[src/rtl/pattern_sequencer.sv]
// Pattern sequencer: time-shares the panel row path between NUM_PATTERNS sources,
// with blanking gaps and a lap-stepped colour. Define PATTERN_SEQ_AUTO_ADVANCE_EN for dwell-timer advance.
package pattern_sequencer_pkg;
  localparam int GL_RGB_ROW_W = 48;
  typedef logic [GL_RGB_ROW_W-1:0] rgb_row_t;
endpackage

module pattern_sequencer
  import pattern_sequencer_pkg::*;
#(
  parameter int NUM_PATTERNS = 4,
  parameter int DWELL_TIMER  = 50_000_000,
  parameter int BLANK_CYCLES = 16,
  localparam int SEL_W       = $clog2(NUM_PATTERNS)
) (
  input  logic                               clk_in,
  input  logic                               n_reset_in,
  input  logic                               next_in,
  input  logic                               hold_in,
  input  logic [NUM_PATTERNS*GL_RGB_ROW_W-1:0] row_in,
  input  logic [NUM_PATTERNS*4-1:0]          row_address_in,
  output rgb_row_t                           row_out,
  output logic [3:0]                         row_address_out,
  output logic [2:0]                         colour_out,
  output logic [SEL_W-1:0]                   pattern_sel_out,
  output logic [NUM_PATTERNS-1:0]            pattern_n_reset_out,
  output logic                               busy_out
);

  localparam int BLANK_W = (BLANK_CYCLES > 1) ? $clog2(BLANK_CYCLES) : 1;

  if (NUM_PATTERNS < 2 || BLANK_CYCLES < 1 || DWELL_TIMER < 1) begin : g_bad_params
    $error("pattern_sequencer: invalid parameters");
  end

  typedef enum logic [1:0] {S_START, S_RUN, S_BLANK} state_t;

  state_t                  state_q, state_d;
  logic [SEL_W-1:0]        sel_q, sel_d;
  logic [2:0]              colour_q, colour_d;
  rgb_row_t                row_q, row_d;
  logic [3:0]              row_addr_q, row_addr_d;
  logic [3:0]              addr_cnt_q, addr_cnt_d;
  logic [NUM_PATTERNS-1:0] src_nrst_q, src_nrst_d;
  logic                    busy_q, busy_d;
  logic [BLANK_W-1:0]      blank_cnt_q, blank_cnt_d;
  logic                    dwell_expire_s;
  logic                    advance_s;

  assign advance_s = (state_q == S_RUN) && !hold_in && (next_in || dwell_expire_s);

`ifdef PATTERN_SEQ_AUTO_ADVANCE_EN
  localparam int DWELL_W = $clog2(DWELL_TIMER + 1);

  logic [DWELL_W-1:0] dwell_q, dwell_d;

  assign dwell_expire_s = (state_q == S_RUN) && (dwell_q == DWELL_W'(DWELL_TIMER - 1));

  // Dwell timer runs only in S_RUN while not held; any advance restarts it.
  always_comb begin
    dwell_d = dwell_q;
    if (state_q == S_RUN && !hold_in) begin
      if (advance_s) begin
        dwell_d = '0;
      end else begin
        dwell_d = dwell_q + DWELL_W'(1);
      end
    end else begin
      dwell_d = dwell_q;
    end
  end

  always_ff @(posedge clk_in or negedge n_reset_in) begin
    if (!n_reset_in) begin
      dwell_q <= '0;
    end else begin
      dwell_q <= dwell_d;
    end
  end
`else
  assign dwell_expire_s = 1'b0;
`endif

  always_comb begin
    state_d     = state_q;
    sel_d       = sel_q;
    colour_d    = colour_q;
    blank_cnt_d = blank_cnt_q;
    addr_cnt_d  = addr_cnt_q + 4'd1;
    case (state_q)
      S_START: state_d = S_RUN;
      S_RUN: begin
        if (advance_s) begin
          state_d     = S_BLANK;
          blank_cnt_d = BLANK_W'(BLANK_CYCLES - 1);
          if (sel_q == SEL_W'(NUM_PATTERNS - 1)) begin
            sel_d    = '0;
            colour_d = (colour_q == 3'd7) ? 3'd1 : colour_q + 3'd1;
          end else begin
            sel_d    = sel_q + SEL_W'(1);
          end
        end else begin
          state_d = S_RUN;
        end
      end
      S_BLANK: begin
        if (blank_cnt_q == '0) begin
          state_d = S_RUN;
        end else begin
          blank_cnt_d = blank_cnt_q - BLANK_W'(1);
        end
      end
      default: state_d = S_START;
    endcase
  end

  // Outputs are decoded from the next state so they change on the same edge as it.
  always_comb begin
    src_nrst_d = '0;
    if (state_d == S_RUN) begin
      row_d             = row_in[int'(sel_d)*GL_RGB_ROW_W +: GL_RGB_ROW_W];
      row_addr_d        = row_address_in[int'(sel_d)*4 +: 4];
      src_nrst_d[sel_d] = 1'b1;
      busy_d            = 1'b0;
    end else begin
      row_d             = '0;
      row_addr_d        = addr_cnt_q;
      busy_d            = 1'b1;
    end
  end

  always_ff @(posedge clk_in or negedge n_reset_in) begin
    if (!n_reset_in) begin
      state_q     <= S_START;
      sel_q       <= '0;
      colour_q    <= 3'b001;
      row_q       <= '0;
      row_addr_q  <= 4'd0;
      addr_cnt_q  <= 4'd0;
      src_nrst_q  <= '0;
      busy_q      <= 1'b1;
      blank_cnt_q <= '0;
    end else begin
      state_q     <= state_d;
      sel_q       <= sel_d;
      colour_q    <= colour_d;
      row_q       <= row_d;
      row_addr_q  <= row_addr_d;
      addr_cnt_q  <= addr_cnt_d;
      src_nrst_q  <= src_nrst_d;
      busy_q      <= busy_d;
      blank_cnt_q <= blank_cnt_d;
    end
  end

  assign row_out             = row_q;
  assign row_address_out     = row_addr_q;
  assign colour_out          = colour_q;
  assign pattern_sel_out     = sel_q;
  assign pattern_n_reset_out = src_nrst_q;
  assign busy_out            = busy_q;

endmodule

[config.mk]
export PLATFORM = sky130hd
export DESIGN_NAME = pattern_sequencer
export DESIGN_NICKNAME = d
export VERILOG_FILES = /design/src/rtl/pattern_sequencer.sv
export SDC_FILE = /design/constraint.sdc
export NUM_CORES = 1
export LEC_CHECK = 0
export BUFFER_PORTS_ARGS = -buffer_cell sky130_fd_sc_hd__buf_2
export CAP_MARGIN = 10
export CORE_AREA = 2 2 106 108
export CTS_BUF_LIST = sky130_fd_sc_hd__clkbuf_4
export DETAILED_ROUTE_END_ITERATION = 7
export DIE_AREA = 0 0 108 110
export PLACE_DENSITY = 0.72
export SLEW_MARGIN = 10
export SYNTH_ARGS = -nofsm -noshare
export SYNTH_HDL_FRONTEND = slang
export SYNTH_SLANG_ARGS = --single-unit
[constraint.sdc]
create_clock -name clk_in -period 5.17 [get_ports clk_in]
set_clock_uncertainty 0.1 [all_clocks]
set_input_delay 0.517 -clock clk_in [delete_from_list [all_inputs] [get_ports clk_in]]
set_output_delay 0.517 -clock clk_in [all_outputs]
set_load 0.02 [all_outputs]
==> results of run 1 <==
area by class of cell:
type / instances / area share [%]
Timing Repair Buffer: 273 / 25.5
Multi-Input combinational cell: 230 / 34.8
Antenna cell: 1 / 0.0467
Sequential cell: 72 / 33.7
Tap cell: 140 / 3.27
Inverter: 4 / 0.280
Clock inverter: 6 / 1.14
Clock buffer: 9 / 1.26
path summary, 6_finish.rpt:
| path | endpoint | slack, ns | depth (start not counted) |
|---|---|---|---|
| worst min-delay path | pattern_n_reset_out[0] | 0.10 | 1 |
| worst min register to register | addr_cnt_q[3] | 0.39 | 1 |
| min in group clk_in | row_address_out[3] | 0.28 | 3 |
| worst max-delay path | row_address_out[1] | 2.23 | 6 |
| worst max register to register | row_address_out[1] | 2.23 | 6 |
| max in group asynchronous | row_out[3] | 4.25 | 1 |
per-layer routing:
metal | GRT usage, % | vias up | share of wire, %
met5 | 0 | - | 0
met4 | 5.77 | 0 | 1.2
met3 | 3.82 | 12 | 7.5
met2 | 31.3 | 168 | 54
met1 | 19.5 | 1650 | 37
li1 | - | 1741 | -
logic make-up after synthesis:
group | count (synthesis) | share of synthesized area [%]
multiplexers | 103 | 27.4
flip-flops | 72 | 47.2
AO/OA/AOI/OAI | 69 | 11.5
AND/OR/NAND/NOR | 50 | 7.23
buffers and inverters | 30 | 4.45
adder cells (fa/ha/maj) | 5 | 1.64
XOR/XNOR | 3 | 0.687
registers in the layout, summed over array words and instances (netlist names):
register / flops
pattern_n_reset_out: 4
row_address_out: 4
colour_out: 3
state_q: 2
addr_cnt_q: 4
blank_cnt_q: 4
busy_out: 1
row_out: 48
pattern_sel_out: 2
per-stage QoR:
step / cells / hold WS [ns] / util [%] / setup WS (ns) / area, um^2
2_1_floorplan: 332 / 0.121 / - / 3.13 / 3820
3_3_place_gp: 719 / 0.368 / 48.9 / 2.33 / 5230
3_5_place_dp: 719 / 0.367 / 48.9 / 2.22 / 5230
4_1_cts: 734 / 0.123 / 50.1 / 2.22 / 5360
5_1_grt: 735 / 0.174 / 50.1 / 2.01 / 5360
6_report: 735 / 0.100 / 50.1 / 2.23 / 5360
critical path, delay by kind of cell (launching register included):
| family | cells | cell delay [ns] |
|---|---|---|
| AND/OR/NAND/NOR | 2 | 1.07 |
| AO/OA/AOI/OAI | 2 | 1.01 |
| flip-flops | 1 | 0.42 |
| adder cells (fa/ha/maj) | 1 | 0.18 |
| buffers and inverters | 1 | 0.07 |
power by group through the flow:
stage | Combinational [W] | Sequential [W] | Clock [W]
final | 0.00184 | 0.000898 | 0.000339
after global routing | 0.00198 | 0.000924 | 0.000377
after CTS | 0.00185 | 0.000900 | 0.000354
after detailed placement | 0.00185 | 0.000910 | 0
after global placement | 0.00180 | 0.000903 | 0
after floorplan | 0.00115 | 0.00116 | 0
synthesized netlist by cell type (3+ instances only):
master and instances:
o22ai_1 48, nor2_1 7, inv_1 4, nand3_1 3, dfrtp_1 70, buf_4 11, mux2_2 3, nand2b_1 8
nand2_1 14, o21ai_0 7, clkbuf_1 7, mux2i_1 97, a21oi_1 9, a41oi_1 3, buf_2 7, and2_1 3
ha_1 5, nor3_1 5
==> impl_metrics.json, run 1 <==
{
  "outcome": "complete, no violations",
  "drv_cap": 0,
  "postCtsResizedCells": 0,
  "drive_gt1_share_pct": 50.7,
  "cp_cell_sequence": "inv_1, ha_1, or3b_4, a211oi_4, nand2_2, o221a_1",
  "syn-cell-area_um2": 3820,
  "crit_required_ns": 5.37,
  "yosys-top-cells-area": "dfrtp_1, mux2i_1, o22ai_1",
  "nNetsFinal": 807,
  "clock_sinks": 72,
  "postCtsHoldBufs": 0,
  "synth_area_leader_cell": "dfrtp_1",
  "period_minus_slack_ns": 2.94,
  "cts_max_path_buffers": 2,
  "fmax_mhz": 340,
  "tns_ns": 0,
  "grt_max_degree": 103,
  "core_um2": 10700,
  "tritoncts": "yes",
  "grt_pass1_wl_mm": 15.7,
  "register_area_um2": 1800,
  "track_usage_pct": 17.0,
  "layout_common_cells": "buf_2, mux2i_1, dfrtp_1",
  "ys_seq_elements": 72,
  "avgSynthCellArea_um2": 11.5,
  "die_h_um": 110,
  "synthArstFlopShare_pct": 100,
  "grt_pass1_vias": 3413,
  "intPower_w": 0.00171,
  "grt_setup_unrepaired": "false",
  "numCtsBuffers": 9,
  "swShare_pct": 44.5,
  "synth_ff_type": "dfrtp_1",
  "drt_pass1_iterations": 4,
  "clkPwrFrac_pct": 11.0,
  "rows": 38,
  "drc_errors": 0,
  "path_clk_slew_ns": 0.12,
  "nFillCells": 988,
  "gp_congestion": 0.902,
  "power_frac_comb_pct": 59.8,
  "synthCells": 332,
  "leakage_nw": 2.96,
  "num_vias": 3571,
  "startpoint_type": "flop",
  "syn_nets": 549,
  "report.final.slew_viol_count": 0,
  "htree_levels": 3,
  "power_density_nw_per_um2": 574,
  "worst_pin_slew_ns": 1.01,
  "post-synth-top-area-fraction_pct": 45.8,
  "ant_nets": 0,
  "p_sw_w": 0.00137,
  "worstPathArrival_ns": 3.14,
  "final_hold_viol_count": 0,
  "post_drt_wl_per_cell_um": 14.8,
  "reg2reg_from": "blank_cnt_q[0]",
  "setup_viol": 0,
  "ys_types": 35,
  "initial_core_util_pct": 35.7,
  "drt-initial-drc-count": 130,
  "crit_slowest_cell": "nand2_2",
  "syn_to_final_growth_pct": 40.2,
  "port_buffers": 273,
  "crit_fanout": 50,
  "cpPeakStageDelay_ns": 0.66,
  "post-route-period-util_pct": 56.9,
  "relSlewSlack_pct": 32.6,
  "yosysSeqAreaShare_pct": 47.2,
  "fp.dieW_um": 108,
  "final_common_cell": "buf_2",
  "synth_edf_count": 0,
  "vdd.ir_drop.worst_v": 0.000520,
  "cts-root-buf": "clkbuf_4",
  "yosysWarnings": 0,
  "cts_setup_buffers": 0,
  "end_kind": "flop",
  "hold_class": "in -> async",
  "clkLatencyLatePin_ns": 0.41,
  "gr-total-overflow": 0,
  "power_frac_seq_pct": 29.2,
  "dieArea_um2": 11900,
  "post-dp-hpwl_mm": 8.41,
  "routed_via_density": 4.86,
  "ios": 274,
  "multi_input_area_um2": 1870,
  "total_power_w": 0.00308,
  "path_class": "reg -> reg",
  "antenna_found_initial": 1,
  "wl_mm": 10.9,
  "setup.worst_path.start": "blank_cnt_q[0]"
}
Power figures use the tool's default switching activity.
==> inputs of run 2 (changes only) <==
--- a/config.mk
+++ b/config.mk
@@ -7,11 +7,11 @@
 export LEC_CHECK = 0
 export BUFFER_PORTS_ARGS = -buffer_cell sky130_fd_sc_hd__buf_2
 export CAP_MARGIN = 10
-export CORE_AREA = 2 2 106 108
+export CORE_AREA = 2 2 107 109
 export CTS_BUF_LIST = sky130_fd_sc_hd__clkbuf_4
 export DETAILED_ROUTE_END_ITERATION = 7
-export DIE_AREA = 0 0 108 110
-export PLACE_DENSITY = 0.72
+export DIE_AREA = 0 0 109 111
+export PLACE_DENSITY = 0.73
 export SLEW_MARGIN = 10
 export SYNTH_ARGS = -nofsm -noshare
 export SYNTH_HDL_FRONTEND = slang
==> constraint.sdc (replaced) <==
create_clock -name clk_in -period 2.52 [get_ports clk_in]
set_clock_uncertainty 0.1 [all_clocks]
set_input_delay 0.252 -clock clk_in [delete_from_list [all_inputs] [get_ports clk_in]]
set_output_delay 0.252 -clock clk_in [all_outputs]
set_load 0.02 [all_outputs]
==> impl_metrics.json, run 2 (same netlist as run 1, synthesis figures left out) <==
{
  "outcome": "complete, no violations",
  "post-route-period-util_pct": 89.2,
  "drv_cap": 0,
  "layout_common_cells": "buf_2, mux2i_1, dfrtp_1",
  "hold_ws_ns": 0.0378,
  "cts_setup_buffers": 0,
  "rows": 39,
  "tritoncts": "yes",
  "ant_nets": 0,
  "num_vias": 3737,
  "worst_path_dominant_cell_family": "multiplexers",
  "end_kind": "flop",
  "post-route-util_pct": 49.9,
  "cts_max_path_buffers": 2,
  "drt-initial-drc-count": 93,
  "post_drt_wl_per_cell_um": 15.7,
  "hold_class": "in -> reg",
  "path_class": "reg -> reg",
  "gr-total-overflow": 0,
  "dieArea_um2": 12100,
  "htree_levels": 3,
  "power_density_nw_per_um2": 1170,
  "largest_reg_flops": 48,
  "grt_pass1_wl_mm": 18.3,
  "postCtsHoldBufs": 6,
  "finalWorstSetupSlack_ns": 0.272,
  "crit_fanout": 25,
  "final_hold_viol_count": 0,
  "nNetsFinal": 826,
  "drive_gt1_share_pct": 50.7,
  "vdd.ir_drop.worst_v": 0.000544,
  "cp_cell_sequence": "ha_1, mux2_8, buf_4, mux2i_1, o22ai_1",
  "cpPeakStageDelay_ns": 0.47,
  "setup_viol": 0,
  "postCtsResizedCells": 0,
  "crit_slowest_cell": "ha_1",
  "tns_ns": 0,
  "syn_to_final_growth_pct": 44.4,
  "fp.dieW_um": 109,
  "fmax_mhz": 445,
  "port_buffers": 273,
  "die_h_um": 111,
  "numCtsBuffers": 9,
  "routed_via_density": 4.93,
  "drc_errors": 0,
  "grt_setup_unrepaired": "false",
  "cts-root-buf": "clkbuf_4",
  "core_um2": 11100,
  "leakage_nw": 3.04,
  "ios": 274,
  "clkLatencyLatePin_ns": 0.41,
  "crit_required_ns": 2.69,
  "initial_core_util_pct": 34.5,
  "track_usage_pct": 19.6,
  "period_minus_slack_ns": 2.25,
  "worstPathArrival_ns": 2.42,
  "nFillCells": 1029,
  "report.final.slew_viol_count": 0,
  "pre_cts_slack_ns": 0.304,
  "clock_sinks": 72,
  "antenna_found_initial": 1,
  "worst_pin_slew_ns": 0.922,
  "grt_max_degree": 73,
  "relSlewSlack_pct": 38.6,
  "final_common_cell": "buf_2",
  "startpoint_type": "flop",
  "grt_pass1_vias": 3910,
  "post-dp-hpwl_mm": 9.33,
  "path_clk_slew_ns": 0.11,
  "wl_mm": 11.9,
  "path_buf_inv": 1,
  "gp_congestion": 0.835,
  "drt_pass1_iterations": 4
}
==> run 2: cell types whose count changed in the layout (fill, tap and decap cells not counted), sizes merged <==
cell         before  now
buf             273  283
dlygate4sd3       0    9
clkbuf            9   13
clkinv            5    3
bufinv            1    0
==> run 2: layout make-up <==
cell class | count | area (um^2) | area share [%]
antenna | 1 | 2.50 | 0.0453
clock buffer | 13 | 97.6 | 1.77
clock inverter | 3 | 12.5 | 0.227
inverter | 4 | 15.0 | 0.272
multi-input combinational | 230 | 1870 | 33.8
sequential | 72 | 1800 | 32.7
tap | 143 | 179 | 3.24
timing repair buffer | 292 | 1550 | 28.0
==> run 2: tightest hold or removal path, delay by kind of cell <==
kind,cells,cell delay [ns]
buffers and inverters,1,0.07
AOI/OAI and AO/OA,1,0.11
muxes,1,0.06
==> run 2: metrics by stage <==
step / power (W) / instances / area, um^2
floorplan: 0.00475 / 332 / 3820
global placement: 0.00573 / 732 / 5320
detailed placement: 0.00586 / 732 / 5320
CTS: 0.00651 / 754 / 5490
global route: 0.00690 / 758 / 5520
finish: 0.00645 / 758 / 5520
==> run 2: where the power goes <==
part	total (W)	leakage [nW]	switching, W	internal (W)
logic	0.00401	2.08	0.00233	0.00168
registers	0.00181	0.898	0.000168	0.00165
clock network	0.000626	0.0669	0.000385	0.000241
total	0.00645	3.04	0.00288	0.00356
==> run 2: final timing paths <==
kind                            slack, ns            end               start  cells past startpoint
worst max register to register       0.27     row_out[8]  pattern_sel_out[0]                      5
worst max-delay path                 0.27     row_out[8]  pattern_sel_out[0]                      5
worst min register to register       0.38  addr_cnt_q[3]       addr_cnt_q[3]                      1
max in group asynchronous            1.30    row_out[26]          n_reset_in                      2
worst min-delay path                 0.04    row_out[20]         row_in[116]                      3
min in group asynchronous            0.43  colour_out[1]          n_reset_in                      2
==> run 2: routing by layer <==
metal | routed length [um] | share of wire (%) | global-route usage (%)
met1 | 4460 | 38 | 21.6
met2 | 6230 | 52 | 35.7
met3 | 868 | 7.3 | 4.64
met4 | 330 | 2.8 | 7.52
met5 | 0 | 0 | 0
